**src/rtl/eth_frame_sched_if.sv**
```systemverilog
// Requester and receiver signal bundle for eth_frame_sched.
// slave is the scheduler side; master is the requester/receiver side.
interface eth_frame_sched_if #(
   parameter int unsigned N_REQ = 2
) ();
   logic [N_REQ-1:0]    frm_req;
   logic [16*N_REQ-1:0] frm_len;
   logic [8*N_REQ-1:0]  pl_data;
   logic [N_REQ-1:0]    pl_valid;
   logic [N_REQ-1:0]    pl_ready;
   logic [N_REQ-1:0]    gnt;
   logic                rx_ready;
   logic                rx_start;
   logic [7:0]          rx_data;
   logic                busy;
   logic                frame_done;
   logic                frame_err;

   modport master (
      output frm_req, frm_len, pl_data, pl_valid, rx_ready,
      input  pl_ready, gnt, rx_start, rx_data, busy, frame_done, frame_err
   );

   modport slave (
      input  frm_req, frm_len, pl_data, pl_valid, rx_ready,
      output pl_ready, gnt, rx_start, rx_data, busy, frame_done, frame_err
   );
endinterface

```
**src/rtl/eth_frame_sched.sv**
```systemverilog
// Round-robin Ethernet frame scheduler: builds preamble/SFD/MACs/length/payload/FCS.
// All outputs are registered; a payload byte accepted with pl_ready appears on rx_data the next cycle.
module eth_frame_sched #(
   parameter int unsigned N_REQ         = 2,
   parameter logic [47:0] DEST_MAC_ADDR = 48'h00_0a_95_9d_68_16,
   parameter logic [47:0] SRC_MAC_ADDR  = 48'h00_0a_95_00_00_01
) (
   input logic             clk,
   input logic             rst,
   eth_frame_sched_if.slave bus
);

   localparam int unsigned IDX_W = (N_REQ > 1) ? $clog2(N_REQ) : 1;
   localparam logic [IDX_W-1:0] LAST_RST = IDX_W'(N_REQ - 1);

   typedef enum logic [3:0] {
      S_IDLE, S_START, S_PREAMBLE, S_SFD, S_MACDST,
      S_MACSRC, S_PLLEN, S_PL, S_FCS, S_DONE
   } state_t;

   state_t           state_q, state_d;
   logic [15:0]      cnt_q, len_q;
   logic [7:0]       sum_q;
   logic             under_q;
   logic [IDX_W-1:0] sel_q, last_q;

   logic [IDX_W-1:0] win_c;
   logic             any_req_c;
   logic [7:0]       byte_c;
   logic             sum_en_c, under_c, busy_c;
   logic [N_REQ-1:0] onehot_c, gnt_c, pl_ready_d;

   logic             rx_start_q, busy_q, frame_done_q, frame_err_q;
   logic [7:0]       rx_data_q;
   logic [N_REQ-1:0] gnt_q, pl_ready_q;

   function automatic logic [IDX_W-1:0] rr_idx(input logic [IDX_W-1:0] base,
                                                input int unsigned     off);
      return IDX_W'((32'(base) + off) % N_REQ);
   endfunction

   // Round-robin winner: nearest requester after the last granted one.
   always_comb begin
      any_req_c = |bus.frm_req;
      win_c     = last_q;
      for (int unsigned off = N_REQ; off > 0; off--) begin
         if (bus.frm_req[rr_idx(last_q, off)]) win_c = rr_idx(last_q, off);
      end
   end

   // State register.
   always_ff @(posedge clk) begin
      if (rst) state_q <= S_IDLE;
      else     state_q <= state_d;
   end

   // Next-state logic.
   always_comb begin
      state_d = state_q;
      unique case (state_q)
         S_IDLE:     if (bus.rx_ready && any_req_c) state_d = S_START;
         S_START:    state_d = S_PREAMBLE;
         S_PREAMBLE: if (cnt_q == 16'd6) state_d = S_SFD;
         S_SFD:      state_d = S_MACDST;
         S_MACDST:   if (cnt_q == 16'd5) state_d = S_MACSRC;
         S_MACSRC:   if (cnt_q == 16'd5) state_d = S_PLLEN;
         S_PLLEN:    if (cnt_q == 16'd1) state_d = (len_q == 16'd0) ? S_FCS : S_PL;
         S_PL:       if (cnt_q == len_q - 16'd1) state_d = S_FCS;
         S_FCS:      if (cnt_q == 16'd3) state_d = S_DONE;
         S_DONE:     state_d = S_IDLE;
         default:    state_d = S_IDLE;
      endcase
   end

   // Output decode: byte for the current state plus lookahead payload ready.
   always_comb begin
      byte_c     = 8'h00;
      sum_en_c   = 1'b0;
      under_c    = 1'b0;
      onehot_c   = N_REQ'(1) << sel_q;
      gnt_c      = '0;
      busy_c     = (state_q != S_IDLE);
      pl_ready_d = (state_d == S_PL) ? onehot_c : '0;
      unique case (state_q)
         S_START:    gnt_c = onehot_c;
         S_PREAMBLE: begin gnt_c = onehot_c; byte_c = 8'hAA; end
         S_SFD:      begin gnt_c = onehot_c; byte_c = 8'hAB; end
         S_MACDST: begin
            gnt_c    = onehot_c;
            sum_en_c = 1'b1;
            byte_c   = 8'(DEST_MAC_ADDR >> {cnt_q[2:0], 3'b000});
         end
         S_MACSRC: begin
            gnt_c    = onehot_c;
            sum_en_c = 1'b1;
            byte_c   = 8'(SRC_MAC_ADDR >> {cnt_q[2:0], 3'b000});
         end
         S_PLLEN: begin
            gnt_c    = onehot_c;
            sum_en_c = 1'b1;
            byte_c   = cnt_q[0] ? len_q[7:0] : len_q[15:8];
         end
         S_PL: begin
            gnt_c    = onehot_c;
            sum_en_c = 1'b1;
            under_c  = !bus.pl_valid[sel_q];
            byte_c   = under_c ? 8'h00 : 8'(bus.pl_data >> {sel_q, 3'b000});
         end
         S_FCS: begin
            gnt_c  = onehot_c;
            byte_c = 8'(~sum_q + 8'd1);
         end
         default: ;
      endcase
   end

   // Datapath and output registers.
   always_ff @(posedge clk) begin
      if (rst) begin
         cnt_q        <= '0;
         len_q        <= '0;
         sum_q        <= '0;
         under_q      <= 1'b0;
         sel_q        <= '0;
         last_q       <= LAST_RST;
         rx_start_q   <= 1'b0;
         rx_data_q    <= 8'h00;
         gnt_q        <= '0;
         pl_ready_q   <= '0;
         busy_q       <= 1'b0;
         frame_done_q <= 1'b0;
         frame_err_q  <= 1'b0;
      end else begin
         cnt_q <= (state_d != state_q) ? 16'd0 : cnt_q + 16'd1;
         if (state_q == S_IDLE && state_d == S_START) begin
            sel_q <= win_c;
            len_q <= 16'(bus.frm_len >> {win_c, 4'b0000});
         end
         if (sum_en_c)                sum_q <= sum_q + byte_c;
         else if (state_q == S_DONE)  sum_q <= 8'h00;
         if (under_c)                 under_q <= 1'b1;
         else if (state_q == S_DONE)  under_q <= 1'b0;
         if (state_q == S_DONE)       last_q <= sel_q;
         rx_start_q   <= (state_q == S_START);
         rx_data_q    <= byte_c;
         gnt_q        <= gnt_c;
         pl_ready_q   <= pl_ready_d;
         busy_q       <= busy_c;
         frame_done_q <= (state_q == S_DONE);
         frame_err_q  <= (state_q == S_DONE) && under_q;
      end
   end

   assign bus.rx_start   = rx_start_q;
   assign bus.rx_data    = rx_data_q;
   assign bus.gnt        = gnt_q;
   assign bus.pl_ready   = pl_ready_q;
   assign bus.busy       = busy_q;
   assign bus.frame_done = frame_done_q;
   assign bus.frame_err  = frame_err_q;

endmodule

```
**src/flat_wrapper.sv**
```systemverilog
// flat-port wrapper written by rule: the top's interface ports become plain ports
module eth_frame_sched_flat 
#(
   parameter int unsigned N_REQ         = 2,
   parameter logic [47:0] DEST_MAC_ADDR = 48'h00_0a_95_9d_68_16,
   parameter logic [47:0] SRC_MAC_ADDR  = 48'h00_0a_95_00_00_01
)
  (clk, rst, bus_frm_req, bus_frm_len, bus_pl_data, bus_pl_valid, bus_rx_ready, bus_pl_ready, bus_gnt, bus_rx_start, bus_rx_data, bus_busy, bus_frame_done, bus_frame_err);
  eth_frame_sched_if #(.N_REQ(N_REQ)) bus_i ();
  input logic clk;
  input logic rst;
  input wire logic [$bits(bus_i.frm_req)-1:0] bus_frm_req;
  input wire logic [$bits(bus_i.frm_len)-1:0] bus_frm_len;
  input wire logic [$bits(bus_i.pl_data)-1:0] bus_pl_data;
  input wire logic [$bits(bus_i.pl_valid)-1:0] bus_pl_valid;
  input wire logic [$bits(bus_i.rx_ready)-1:0] bus_rx_ready;
  output wire logic [$bits(bus_i.pl_ready)-1:0] bus_pl_ready;
  output wire logic [$bits(bus_i.gnt)-1:0] bus_gnt;
  output wire logic [$bits(bus_i.rx_start)-1:0] bus_rx_start;
  output wire logic [$bits(bus_i.rx_data)-1:0] bus_rx_data;
  output wire logic [$bits(bus_i.busy)-1:0] bus_busy;
  output wire logic [$bits(bus_i.frame_done)-1:0] bus_frame_done;
  output wire logic [$bits(bus_i.frame_err)-1:0] bus_frame_err;
  assign bus_i.frm_req = bus_frm_req;
  assign bus_i.frm_len = bus_frm_len;
  assign bus_i.pl_data = bus_pl_data;
  assign bus_i.pl_valid = bus_pl_valid;
  assign bus_i.rx_ready = bus_rx_ready;
  assign bus_pl_ready = bus_i.pl_ready;
  assign bus_gnt = bus_i.gnt;
  assign bus_rx_start = bus_i.rx_start;
  assign bus_rx_data = bus_i.rx_data;
  assign bus_busy = bus_i.busy;
  assign bus_frame_done = bus_i.frame_done;
  assign bus_frame_err = bus_i.frame_err;
  eth_frame_sched #(.N_REQ(N_REQ), .DEST_MAC_ADDR(DEST_MAC_ADDR), .SRC_MAC_ADDR(SRC_MAC_ADDR)) u_core (.clk(clk), .rst(rst), .bus(bus_i));
endmodule
```
**config.mk**
```make
export PLATFORM = sky130hd
export DESIGN_NAME = eth_frame_sched_flat
export DESIGN_NICKNAME = d
export VERILOG_FILES = /design/src/rtl/eth_frame_sched_if.sv /design/src/rtl/eth_frame_sched.sv /design/src/flat_wrapper.sv
export SDC_FILE = /design/constraint.sdc
export NUM_CORES = 1
export LEC_CHECK = 0
export BUFFER_PORTS_ARGS = -buffer_cell sky130_fd_sc_hd__buf_2
export CAP_MARGIN = 30
export CELL_PAD_IN_SITES_DETAIL_PLACEMENT = 0
export CELL_PAD_IN_SITES_GLOBAL_PLACEMENT = 1
export CORE_MARGIN = 8
export CORE_UTILIZATION = 42
export CTS_CLUSTER_DIAMETER = 60
export DETAILED_ROUTE_END_ITERATION = 10
export PLACE_DENSITY = 0.91
export SYNTH_ARGS = -nofsm -noshare
export SYNTH_HDL_FRONTEND = slang
export SYNTH_SLANG_ARGS = --single-unit
```
**constraint.sdc**
```tcl
create_clock -name clk -period 4.65 [get_ports clk]
set_input_delay 0.2325 -clock clk [delete_from_list [all_inputs] [get_ports clk]]
set_output_delay 0.2325 -clock clk [all_outputs]
set_load 0.1 [all_outputs]
```
# [Word-level counts from Yosys, hierarchy flattened]
# Index checks and enable logic that the tools add are counted.
# W data, S select, Z words.
[totals] elab_cells=89 inputBits=55 regBits=63
[classes] eq_ne=17 reduce_logical=15 bitwise_logic=3 shifts=5 n_addsub=6 mux=26 order_cmp=3
[ops] op="$shr A36 B6 Y8 const A" n=2
[ops] op="$pmux W8 S7" n=1
[ops] op="$pmux W4 S9" n=1
[ops] op="$eq A16 B3 Y1 const B" n=2
[ops] op="$mux W4" n=8
[ops] op="$mux W8" n=4
[ops] op="$shr A32 B5 Y16" n=1
[ops] op="$eq A4 B3 Y1 const B" n=5
[ops] op="$add A16 B1 Y16 const B" n=1
[ops] op="$eq A16 B1 Y1 const B" n=1
[ops] op="$eq A16 B16 Y1" n=1
[ops] op="$eq A16 B2 Y1 const B" n=1
[ops] op="$logic_not A16 Y1" n=1
[ops] op="$shr A16 B4 Y8" n=1
[ops] op="$sub A16 B1 Y16 const B" n=1
[ops] op="$mux W1" n=12
[ops] op="$add A8 B1 Y8 const B" n=1
[ops] op="$add A8 B8 Y8" n=1
[ops] op="$eq A4 B1 Y1 const B" n=2
[ops] op="$eq A4 B2 Y1 const B" n=2
[ops] op="$eq A4 B4 Y1 const B" n=2
[ops] op="$not A8 Y8" n=1
[ops] op="$reduce_or A2 Y1" n=4
[ops] op="$reduce_or A8 Y1" n=1
[ops] op="other kinds (11)" n=18

# [Depth between registers and ports, before layout]
# Gate-level depths: netlist (run 1).
[logic_depth] depth_word=7 mapped_depth=15 mapped_depth_nobuf=14

# [Worst setup path after synthesis (run 1)]
# OpenSTA, ideal clock, no wires.
[synth_timing] path_type="register -> register" startpoint="register u_core.cnt_q[0]" endpoint="register u_core.sum_q[7]" path_slack_ns=1.424 t_required_ns=4.576 path_stages_with_launch=14 path_buffers=2 t_arrival_ns=3.152 cell_sequence="dfxtp_1 -> clkbuf_1 -> clkbuf_1 -> o21ai_0 -> and2_1 -> a211oi_1 -> o21ai_0 -> ha_1 -> nor2b_1 -> o31a_1 -> o41ai_1 -> xnor2_1 -> or3_1 -> a31oi_1"
[synth_between] elab_chain_cells=4 elab_cells_between_ends=6 cone_classes="add/sub: 1; shift: 2; mux: 3"
[synth_lines] item="from (decl)" line_no="eth_frame_sched.sv:22" text="logic [15:0] cnt_q, len_q;"
[synth_lines] item="from (signal assigned)" line_no="eth_frame_sched.sv:134" text="cnt_q <= (state_d != state_q) ? 16'd0 : cnt_q + 16'd1;"
[synth_lines] item="$shr A36 B6 Y8, or another cell as far along" line_no="eth_frame_sched.sv:96" text="byte_c = 8'(SRC_MAC_ADDR >> {cnt_q[2:0], 3'b000});"
[synth_lines] item="$pmux W8 S7 (*)" line_no="eth_frame_sched.sv:84" text="unique case (state_q)"
[synth_lines] item="net u_core.byte_c[2]" line_no="eth_frame_sched.sv:29" text="logic [7:0] byte_c;"
[synth_lines] item="$add A8 B8 Y8 (*)" line_no="eth_frame_sched.sv:139" text="if (sum_en_c) sum_q <= sum_q + byte_c;"
[synth_lines] item="$mux W8 (*)" line_no="eth_frame_sched.sv:139"
[synth_lines] item="to (signal assigned)" line_no="eth_frame_sched.sv:139"
[synth_lines] item="to (decl)" line_no="eth_frame_sched.sv:23" text="logic [7:0] sum_q;"
# Mark *: on every way through the listed nets, which the timed path passes. The rest lies on a longest branch.
# A chain may end at the register's enable or synchronous reset.

# [Final worst setup path (run 1)]
[layout_timing] startpoint="register u_core.state_q[2]" endpoint="register u_core.sum_q[7]"
[layout_between] elab_chain_cells=4 elab_cells_between_ends=14 cone_classes="add/sub: 1; eq/ne: 8; mux: 3; reduce/logical: 2"
[layout_lines] item="from (decl)" line_no="eth_frame_sched.sv:21" text="state_t state_q, state_d;"
[layout_lines] item="from (signal assigned)" line_no="eth_frame_sched.sv:54" text="else state_q <= state_d;"
[layout_lines] item="$eq A4 B4 Y1, or another cell as far along" line_no="eth_frame_sched.sv:84"
[layout_lines] item="$pmux W8 S7 (*)" line_no="eth_frame_sched.sv:84"
[layout_lines] item="net u_core.byte_c[1]" line_no="eth_frame_sched.sv:29"
[layout_lines] item="$add A8 B8 Y8 (*)" line_no="eth_frame_sched.sv:139"
[layout_lines] item="$mux W8 (*)" line_no="eth_frame_sched.sv:139"
# Marks and branches as above.

==> metrics.yaml, run 1 <==
status: "finished, final reports clean"
ctsHoldBuffers: 0
post-route-period-util_pct: 78.7
cp_max_fo: 15
numCtsBuffers: 9
drc_errors: 0
power_leakage_nw: 1.92
wirelength_um: 11100
fin_nets: 628
crit_path_end_kind: "register"
num_rows: 36
placed_cells: 681
yosys_register_bits: 63
drtIter0Drc: 225
setup_tns_ns: 0
yosysWarnings: 0
synth_async_sr_flop_share_pct: 0
cts.repair.resized: 0
seq_area_frac_synth_pct: 30.0
drive_gt1_share_pct: 19.4
via_per_inst: 5.55
grt_pass1_wl_um: 18500
dr.pass1.iters: 5
synth_area_leaders: "dfxtp_1 (30%), mux2i_1 (8.3%), xnor2_1 (6.9%)"
die-area_um2: 13500
yosys.cell_types.count: 67
routedWlPerCell_um: 16.0
rsz0062_at_grt: "no"
fp.dieW_um: 116
die_h_um: 116
area_growth_pct: 13.8
reg2reg_setup_slack_ns: 0.99
grt_pass1_vias: 3785
r2r-end: "u_core.sum_q[7]"
syn_area_um2: 4210
setup_violations: 0
cts_max_path_buffers: 2
ant_nets: 0
instances_no_fill: 696
peakVddDrop_uv: 164
antenna_found_initial: 0
diodes: 0
postSynthAreaPerCell_um2: 8.26
tightest_slew_ns: 0.776
cts.htree.levels: 3
clk_latency_ns: 0.35
hp-class: "in2reg"
overflow: 0
worstSetupStartpointType: "register"
core-area_um2: 9770
place_worst_setup_slack_ns: 1.02
synth_top_cell_by_area: "dfxtp_1"
timing.rr.start: "u_core.state_q[2]"
ctsRootBufferMaster: "clkbuf_8"
power_mw: 1.37
start_util_pct: 43.1
crit_path_start: "u_core.state_q[2]"
io_buffer_count: 70
critical_path_required_ns: 4.93
period_needed_ns: 3.66
clk_pin_slew_ns: 0.07
syn_inst: 510
cts_setup_buffers: 0
nFillCells: 956
gp_congestion: 0.892
mostFrequentLayoutCell: "buf_2"
cts.sinks: 63
detailed_place_hpwl_um: 8450
worst-endpoint-arrival_ns: 3.94
slew_headroom_pct: 47.5
synth_nets: 579
grt_max_degree: 44
io_pins: 71
cts_tree: "yes"
grt_usage_pct: 17.1
final.setup.worst_slack_ns: 0.992
cellPowerDensity_nw_per_um2: 286
hold_violations: 0
synth_edf_count: 0
min_path_cells: 3
synth_top_area_share_pct: 30.0
worstHoldEndpoint: "u_core.len_q[2]"
clock_skew_ns: 0.00710
layout_common_cells: "buf_2 (70), dfxtp_1 (63), nor2_1 (61), mux2i_1 (35), xnor2_1 (33)"
final_max_slew_viol_count: 0
hold_start: "bus_frm_len[18]"
critical_path_class: "reg2reg"
synth_ff_type: "dfxtp_1"
r2r_cells: 12
via_count: 3862
max_cap_violations: 0
max_freq_mhz: 273
-- routing by layer --
metal / up-vias / GRT usage, % / share of wire (%)
li1: 1921 / - / -
met1: 1809 / 20.8 / 46
met2: 112 / 28.9 / 47
met3: 20 / 4.19 / 4.5
met4: 0 / 5.70 / 1.8
met5: - / 0 / 0
-- layout make-up --
class	instances	area, µm²	area share, %
Tap cell	133	166	3.47
Sequential cell	63	1260	26.3
Clock buffer	15	176	3.68
Multi-Input combinational cell	393	2730	56.9
Inverter	17	63.8	1.33
Timing Repair Buffer	75	395	8.25
-- where the power goes --
part | internal [mW] | switching [mW]
logic | 0.133 | 0.188
registers | 0.562 | 0.0447
clock network | 0.235 | 0.208
-- worst max-delay path: stages, from the launching register on --
cell and delay [ns]:
dfxtp_1 0.57, nand2b_1 0.42, or3_1 0.62, o32ai_1 0.16
a211o_1 0.20, ha_1 0.24, a21oi_1 0.12, nor2b_1 0.07
o31a_1 0.27, o41ai_1 0.33, xnor2_1 0.12, or3_1 0.32
a31oi_1 0.13
-- worst max path at each step --
| stage | end | cells after the start |
|---|---|---|
| after floorplan | u_core.sum_q[7] | 13 |
| after global placement | u_core.sum_q[7] | 12 |
| after detailed placement | u_core.sum_q[7] | 12 |
| after CTS | u_core.sum_q[7] | 12 |
| after global routing | u_core.sum_q[7] | 12 |
| final | u_core.sum_q[7] | 12 |
-- through the flow --
stage	hold slack [ns]	area (µm²)	utilization, %
finish	0.218	4790	49.0
global route	0.215	4790	49.0
CTS	0.212	4790	49.0
detailed placement	0.466	4610	47.2
global placement	0.462	4600	47.0
floorplan	0.431	4210	-
-- cell usage after synthesis (2+ instances only) --
library cell / n
dfxtp_1: 63
nor2_1: 61
mux2i_1: 35
xnor2_1: 33
clkbuf_1: 29
nand2_1: 28
a211oi_1: 20
nand3_1: 18
inv_1: 17
nor3_1: 17
xor2_1: 16
a21oi_1: 15
nor2b_1: 14
ha_1: 13
o21ai_0: 12
nor2_2: 10
nor4_1: 9
and2_1: 8
nor4b_1: 7
nand4_1: 6
or3_1: 6
and3_1: 5
a211o_1: 4
a31oi_1: 4
buf_2: 4
a21o_1: 3
a311oi_1: 3
a2111o_1: 2
a22oi_1: 2
a32oi_1: 2
buf_1: 2
nor3b_1: 2
o221ai_1: 2
o22ai_1: 2
o31a_1: 2
o41ai_1: 2
or2_2: 2
-- state kept, by name (all words and copies together) (netlist names) --
name	flops
u_core.sum_q	8
u_core.bus.rx_data	8
u_core.last_q	1
u_core.state_q	4
u_core.bus.pl_ready	2
u_core.bus.gnt	2
u_core.bus.frame_done	1
u_core.len_q	16
u_core.bus.rx_start	1
u_core.bus.busy	1
u_core.cnt_q	16
u_core.bus.frame_err	1
u_core.under_q	1
u_core.sel_q	1
-- kinds of logic (layout without fill, tap and decap cells) --
logic type | after synthesis | count (layout) | synth area share, %
mux | 36 | 36 | 8.59
compound gates | 92 | 92 | 16.4
buf+inv | 54 | 107 | 5.38
simple gates | 202 | 202 | 25.1
fa+ha+maj | 14 | 14 | 4.34
xor+xnor | 49 | 49 | 10.2
flops | 63 | 63 | 30.0
Power figures use the tool's default switching activity.
==> inputs of run 2 (changes only) <==
clock period = 3.4 ns   (was 4.65 ns; I/O delays follow)
==> run 2 against run 1 <==
Compared with the run above: combinational power up 40%; first-iteration DRC count decreased by 7.6%; non-clock buffer count increased by 12; critical path type unchanged; register-to-register slack got worse by 0.70 ns; global-route usage is 0.36 points higher; worst setup slack worse by 0.70 ns; clock power rose by 64%.
==> metrics.yaml, run 2 (synthesized netlist as in run 1, its figures left out) <==
wl_met1_um: 5120
cts_setup_buffers: 0
drtIter0Drc: 208
critical_path_class: "reg2reg"
diodes: 0
via_per_inst: 5.53
reg2reg_setup_slack_ns: 0.30
tightest_slew_ns: 0.598
area_growth_pct: 17.2
status: "finished, final reports clean"
place_worst_setup_slack_ns: 0.207
peakVddDrop_uv: 216
holdWs_ns: 0.157
detailed_place_hpwl_um: 8500
io_buffer_count: 70
nFillCells: 940
reg.largest.list: "u_core.cnt_q x16, u_core.len_q x16"
layout_common_cells: "buf_2 (70), nor2_1 (61), dfxtp_1 (61), mux2i_1 (35), xnor2_1 (33)"
min_path_cells: 3
worst-endpoint-arrival_ns: 3.37
mostFrequentLayoutCell: "buf_2"
hold_violations: 0
r2r_cells: 12
max_freq_mhz: 322
grt_max_degree: 44
gp_congestion: 0.896
setup_tns_ns: 0
clk_latency_ns: 0.34
worstHoldEndpoint: "u_core.len_q[7]"
cp_max_fo: 11
path_buf_inv: 1
antenna_found_initial: 0
rsz0062_at_grt: "no"
worstSetupStartpointType: "register"
clk_pin_slew_ns: 0.08
post-route-period-util_pct: 91.3
path_delay_family: "compound AO/OA/AOI/OAI gates"
power_mw: 2.00
crit_path_start: "u_core.state_q[0]"
start_util_pct: 43.1
grt_usage_pct: 17.5
overflow: 0
hold_start: "bus_frm_len[23]"
path_cells: "buf_4 > a21oi_1 > or2_2 > a211o_1 > ha_1 > a21oi_1 > nor2b_1 > o31a_1 > o41ai_1 > xnor2_1 > or3_1 > a31oi_1"
instances_no_fill: 709
clock_skew_ns: 0.0121
slew_headroom_pct: 59.8
numCtsBuffers: 9
crit_path_end_kind: "register"
max_stage_delay_ns: 0.47
die_h_um: 116
critical_path_required_ns: 3.67
cts_max_path_buffers: 2
power_leakage_nw: 2.00
dr.pass1.iters: 4
cts.repair.resized: 0
max_cap_violations: 0
wirelength_um: 11300
cts_tree: "yes"
core-area_um2: 9770
io_pins: 71
die-area_um2: 13500
r2r-end: "u_core.sum_q[7]"
setup_violations: 0
num_rows: 36
drc_errors: 0
dr_wl_met3_um: 457
via_count: 3924
final.setup.worst_slack_ns: 0.295
routedWlPerCell_um: 15.9
top_layer: "met4"
fin_nets: 640
wl_met2_um: 5520
period_needed_ns: 3.10
grt_pass1_vias: 3906
fp.dieW_um: 116
placed_cells: 693
ctsRootBufferMaster: "clkbuf_8"
ctsHoldBuffers: 0
drive_gt1_share_pct: 22.0
crit_slowest_cell: "dfxtp_1"
hp-class: "in2reg"
crit_top_cell: "a21oi_1"
final_max_slew_viol_count: 0
cellPowerDensity_nw_per_um2: 406
timing.rr.start: "u_core.state_q[0]"
ant_nets: 0
cts.sinks: 63
grt_pass1_wl_um: 18800
cts.htree.levels: 3
## run 2: final cells by class
class                   instances  area (µm²)  area share [%]
clock inverters                 5        81.3            1.65
multi-input cells             393        2730            55.4
inverters                      17        63.8            1.29
flip-flops and latches         63        1260            25.6
well taps                     133         166            3.37
repair buffers                 87         485            9.84
clock buffers                  11         141            2.87
## run 2: worst reg2reg max path: cells and delay by family (launching register included)
family / cells / cell delay, ns
fa+ha+maj: 1 / 0.23
xor+xnor: 1 / 0.13
buf+inv: 1 / 0.23
flops: 1 / 0.47
simple gates: 3 / 0.70
compound gates: 6 / 1.27
## run 2: per-layer routing
layer	GRT usage (%)	vias up
li1	-	1947
met1	21.7	1836
met2	29.7	127
met3	2.69	14
met4	6.83	0
met5	0	-
## run 2: stage by stage
step	util, %	cell area [µm²]
2_1_floorplan	-	4210
3_3_place_gp	48.0	4690
3_5_place_dp	48.1	4700
4_1_cts	50.4	4930
5_1_grt	50.5	4930
6_report	50.5	4930
## run 2: worst max-delay path by stage
stage,endpoint,slack (ns),cells past startpoint
CTS,u_core.sum_q[7],0.19,13
global placement,u_core.sum_q[7],0.35,13
finish,u_core.sum_q[7],0.30,12
floorplan,u_core.sum_q[7],0.17,13
global route,u_core.sum_q[7],0.03,13
detailed placement,u_core.sum_q[7],0.21,13
## run 2: report_power, final
part | total [mW] | leakage [nW] | switching, mW | internal [mW]
combinational | 0.449 | 1.38 | 0.259 | 0.190
clock | 0.729 | 0.110 | 0.296 | 0.433
sequential | 0.826 | 0.513 | 0.0572 | 0.768
==> inputs of run 3 (changes only) <==
ABC_AREA = 1   (was default)
CORE_UTILIZATION = 40   (was 42)
PLACE_DENSITY = 0.92   (was 0.91)
==> run 3 against run 2 <==
Compared with the run above: worst setup slack better by 0.019 ns; combinational power grew 10%; sequential power shrank 1%; global-route usage decreased by 0.052 points; wire length is 5.5% higher; sequential share of layout area fell by 0.47 points; utilization fell by 1.7 points; synthesized area grew 0.42%; power grew 3.6%; largest cell class unchanged; largest power group unchanged.
==> metrics.yaml, run 3 <==
status: "finished, final reports clean"
holdWs_ns: 0.0811
peakVddDrop_uv: 261
clock_skew_ns: 0.00934
timing.rr.start: "u_core.state_q[3]"
reg2reg_setup_slack_ns: 0.31
mostFrequentLayoutCell: "nand2_1"
grt_max_degree: 36
synth_ff_type: "dfxtp_1"
synth_top_area_share_pct: 29.8
worstSetupStartpointType: "register"
grt_pass1_vias: 4288
reg.largest.list: "u_core.cnt_q x16, u_core.len_q x16"
r2r_cells: 19
grt_pass1_wl_um: 20400
yosys.area_share.simple_pct: 39.7
path_cells: "inv_2 > nand2_4 > clkinvlp_4 > nand3_2 > nor3_1 > a2111oi_2 > nand2_1 > ha_1 > nand3_1 > nand2_1 > nand2_1 > nand2_1 > a21oi_1 > nor2_1 > nor2_1 > o21bai_1 > or2_1 > nand3_1 > a21oi_1"
yosys.cell_types.count: 41
drive_gt1_share_pct: 19.0
setup_tns_ns: 0
grt_usage_pct: 17.4
synth_async_sr_flop_share_pct: 0
crit_path_end_kind: "register"
drc_errors: 0
max_freq_mhz: 324
max_cap_violations: 0
setup_violations: 0
fin_nets: 800
num_rows: 37
ant_nets: 0
dr.pass1.iters: 4
yosys_register_bits: 63
diodes: 0
synth_area_leaders: "dfxtp_1 (30%), nand2_1 (17%), inv_1 (6.3%)"
synth.area.mux_share_pct: 0.237
synth_edf_count: 0
synth_nets: 724
period_needed_ns: 3.09
synth_top_cell_by_area: "dfxtp_1"
cts.htree.levels: 3
synth-xor-area-share_pct: 4.76
syn_inst: 655
synth_compound_area_share_pct: 12.7
hold_violations: 0
syn_area_um2: 4230
routedWlPerCell_um: 13.6
start_util_pct: 41.1
crit_slowest_cell: "a2111oi_2"
cellPowerDensity_nw_per_um2: 414
worst-endpoint-arrival_ns: 3.30
yosysWarnings: 0
die-area_um2: 14100
critical_path_required_ns: 3.62
postSynthAreaPerCell_um2: 6.45
hold_start: "bus_frm_len[25]"
die_h_um: 119
fp.dieW_um: 119
clk_latency_ns: 0.35
wirelength_um: 11900
via_per_inst: 5.02
cts_tree: "yes"
placed_cells: 853
cts.sinks: 63
critical_path_class: "reg2reg"
io_buffer_count: 70
max_stage_delay_ns: 0.45
detailed_place_hpwl_um: 9450
hp-class: "in2reg"
power_mw: 2.08
final_max_slew_viol_count: 0
area_growth_pct: 18.6
synth_commonest_cells: "nand2_1 (195), inv_1 (71), nor2_1 (65), dfxtp_1 (63), nand3_1 (47)"
post-route-period-util_pct: 90.8
seq_area_frac_synth_pct: 29.8
gp_congestion: 0.909
cp_max_fo: 8
layout_common_cells: "nand2_1 (195), inv_1 (70), buf_2 (70), nor2_1 (63), dfxtp_1 (63)"
r2r-end: "u_core.sum_q[7]"
crit_top_cell: "nand2_1"
synthAdderAreaFrac_pct: 4.32
numCtsBuffers: 9
clk_pin_slew_ns: 0.08
synth_top_family_by_area: "simple AND/OR/NAND/NOR gates"
tightest_slew_ns: 0.775
min_path_cells: 3
io_pins: 71
final.setup.worst_slack_ns: 0.314
power_leakage_nw: 2.36
ctsRootBufferMaster: "clkbuf_8"
instances_no_fill: 872
overflow: 0
ctsHoldBuffers: 0
place_worst_setup_slack_ns: 0.0310
slew_headroom_pct: 47.9
nFillCells: 1095
via_count: 4378
yosysMostFrequentCell: "nand2_1"
worstHoldEndpoint: "u_core.len_q[9]"
core-area_um2: 10300
cts_max_path_buffers: 2
antenna_found_initial: 0
rsz0062_at_grt: "yes"
drtIter0Drc: 241
## run 3: cell types whose count changed in the layout (fill, tap and decap cells not counted), moves of 12 or more
cell,change
a211oi_1,-19
nand2_1,+167
mux2i_1,-34
xnor2_1,-25
a21oi_1,+13
a31oi_1,+17
inv_1,+53
nor2_4,+12
nor2b_1,-14
o21ai_0,+19
nand3_1,+28
## run 3: cells by family after synthesis
logic type	count (synthesis)
AND/OR/NAND/NOR	370
AO/OA/AOI/OAI	94
buffers and inverters	90
flip-flops	63
XOR/XNOR	23
adder cells (fa/ha/maj)	14
multiplexers	1
## run 3: what timing repair did
item,CTS,global route
hold endpoints to repair,0,0
endpoints found under the setup margin,0,3
buffers inserted,0,3
gates resized for setup,0,9
## run 3: final cells by class
class                           count  area [µm²]  area share, %
Multi-Input combinational cell    502        2650           52.8
Sequential cell                    63        1260           25.1
Clock buffer                       10         138           2.74
Clock inverter                      6        91.3           1.82
Tap cell                          136         170           3.39
Inverter                           76         289           5.76
Timing Repair Buffer               79         418           8.33
## run 3: metrics by stage
stage / cell area (µm²) / utilization [%]
floorplan: 4230 / -
global placement: 4730 / 46.0
detailed placement: 4730 / 46.0
CTS: 4950 / 48.2
global route: 5010 / 48.8
finish: 5010 / 48.8
## run 3: layer usage
layer / part of all wire, % / vias up / track usage (%)
met4: 1.8 / 0 / 7.59
met1: 44 / 1973 / 20.6
li1: - / 2270 / -
met5: 0 / - / 0
met2: 48 / 118 / 30.1
met3: 5.9 / 17 / 3.45
## run 3: power breakdown
group / leakage [nW] / switching (mW) / internal (mW)
clock network: 0.117 / 0.328 / 0.438
logic: 1.73 / 0.330 / 0.164
registers: 0.512 / 0.0474 / 0.769
## run 3: critical path: cells and delay by family, from the launching register on
| kind | cells | cell delay, ns |
|---|---|---|
| simple gates | 12 | 1.28 |
| compound gates | 4 | 0.75 |
| flops | 1 | 0.39 |
| fa+ha+maj | 1 | 0.33 |
| buf+inv | 2 | 0.21 |
## run 3: how the worst max path moves through the flow
stage	startpoint	end	slack, ns
CTS	u_core.state_q[3]	u_core.sum_q[7]	0.01
detailed placement	u_core.state_q[3]	u_core.sum_q[7]	0.03
finish	u_core.state_q[3]	u_core.sum_q[7]	0.31
floorplan	u_core.sel_q	u_core.sum_q[7]	0.51
global route	u_core.state_q[1]	u_core.sum_q[6]	-0.01
global placement	u_core.state_q[3]	u_core.sum_q[7]	0.09
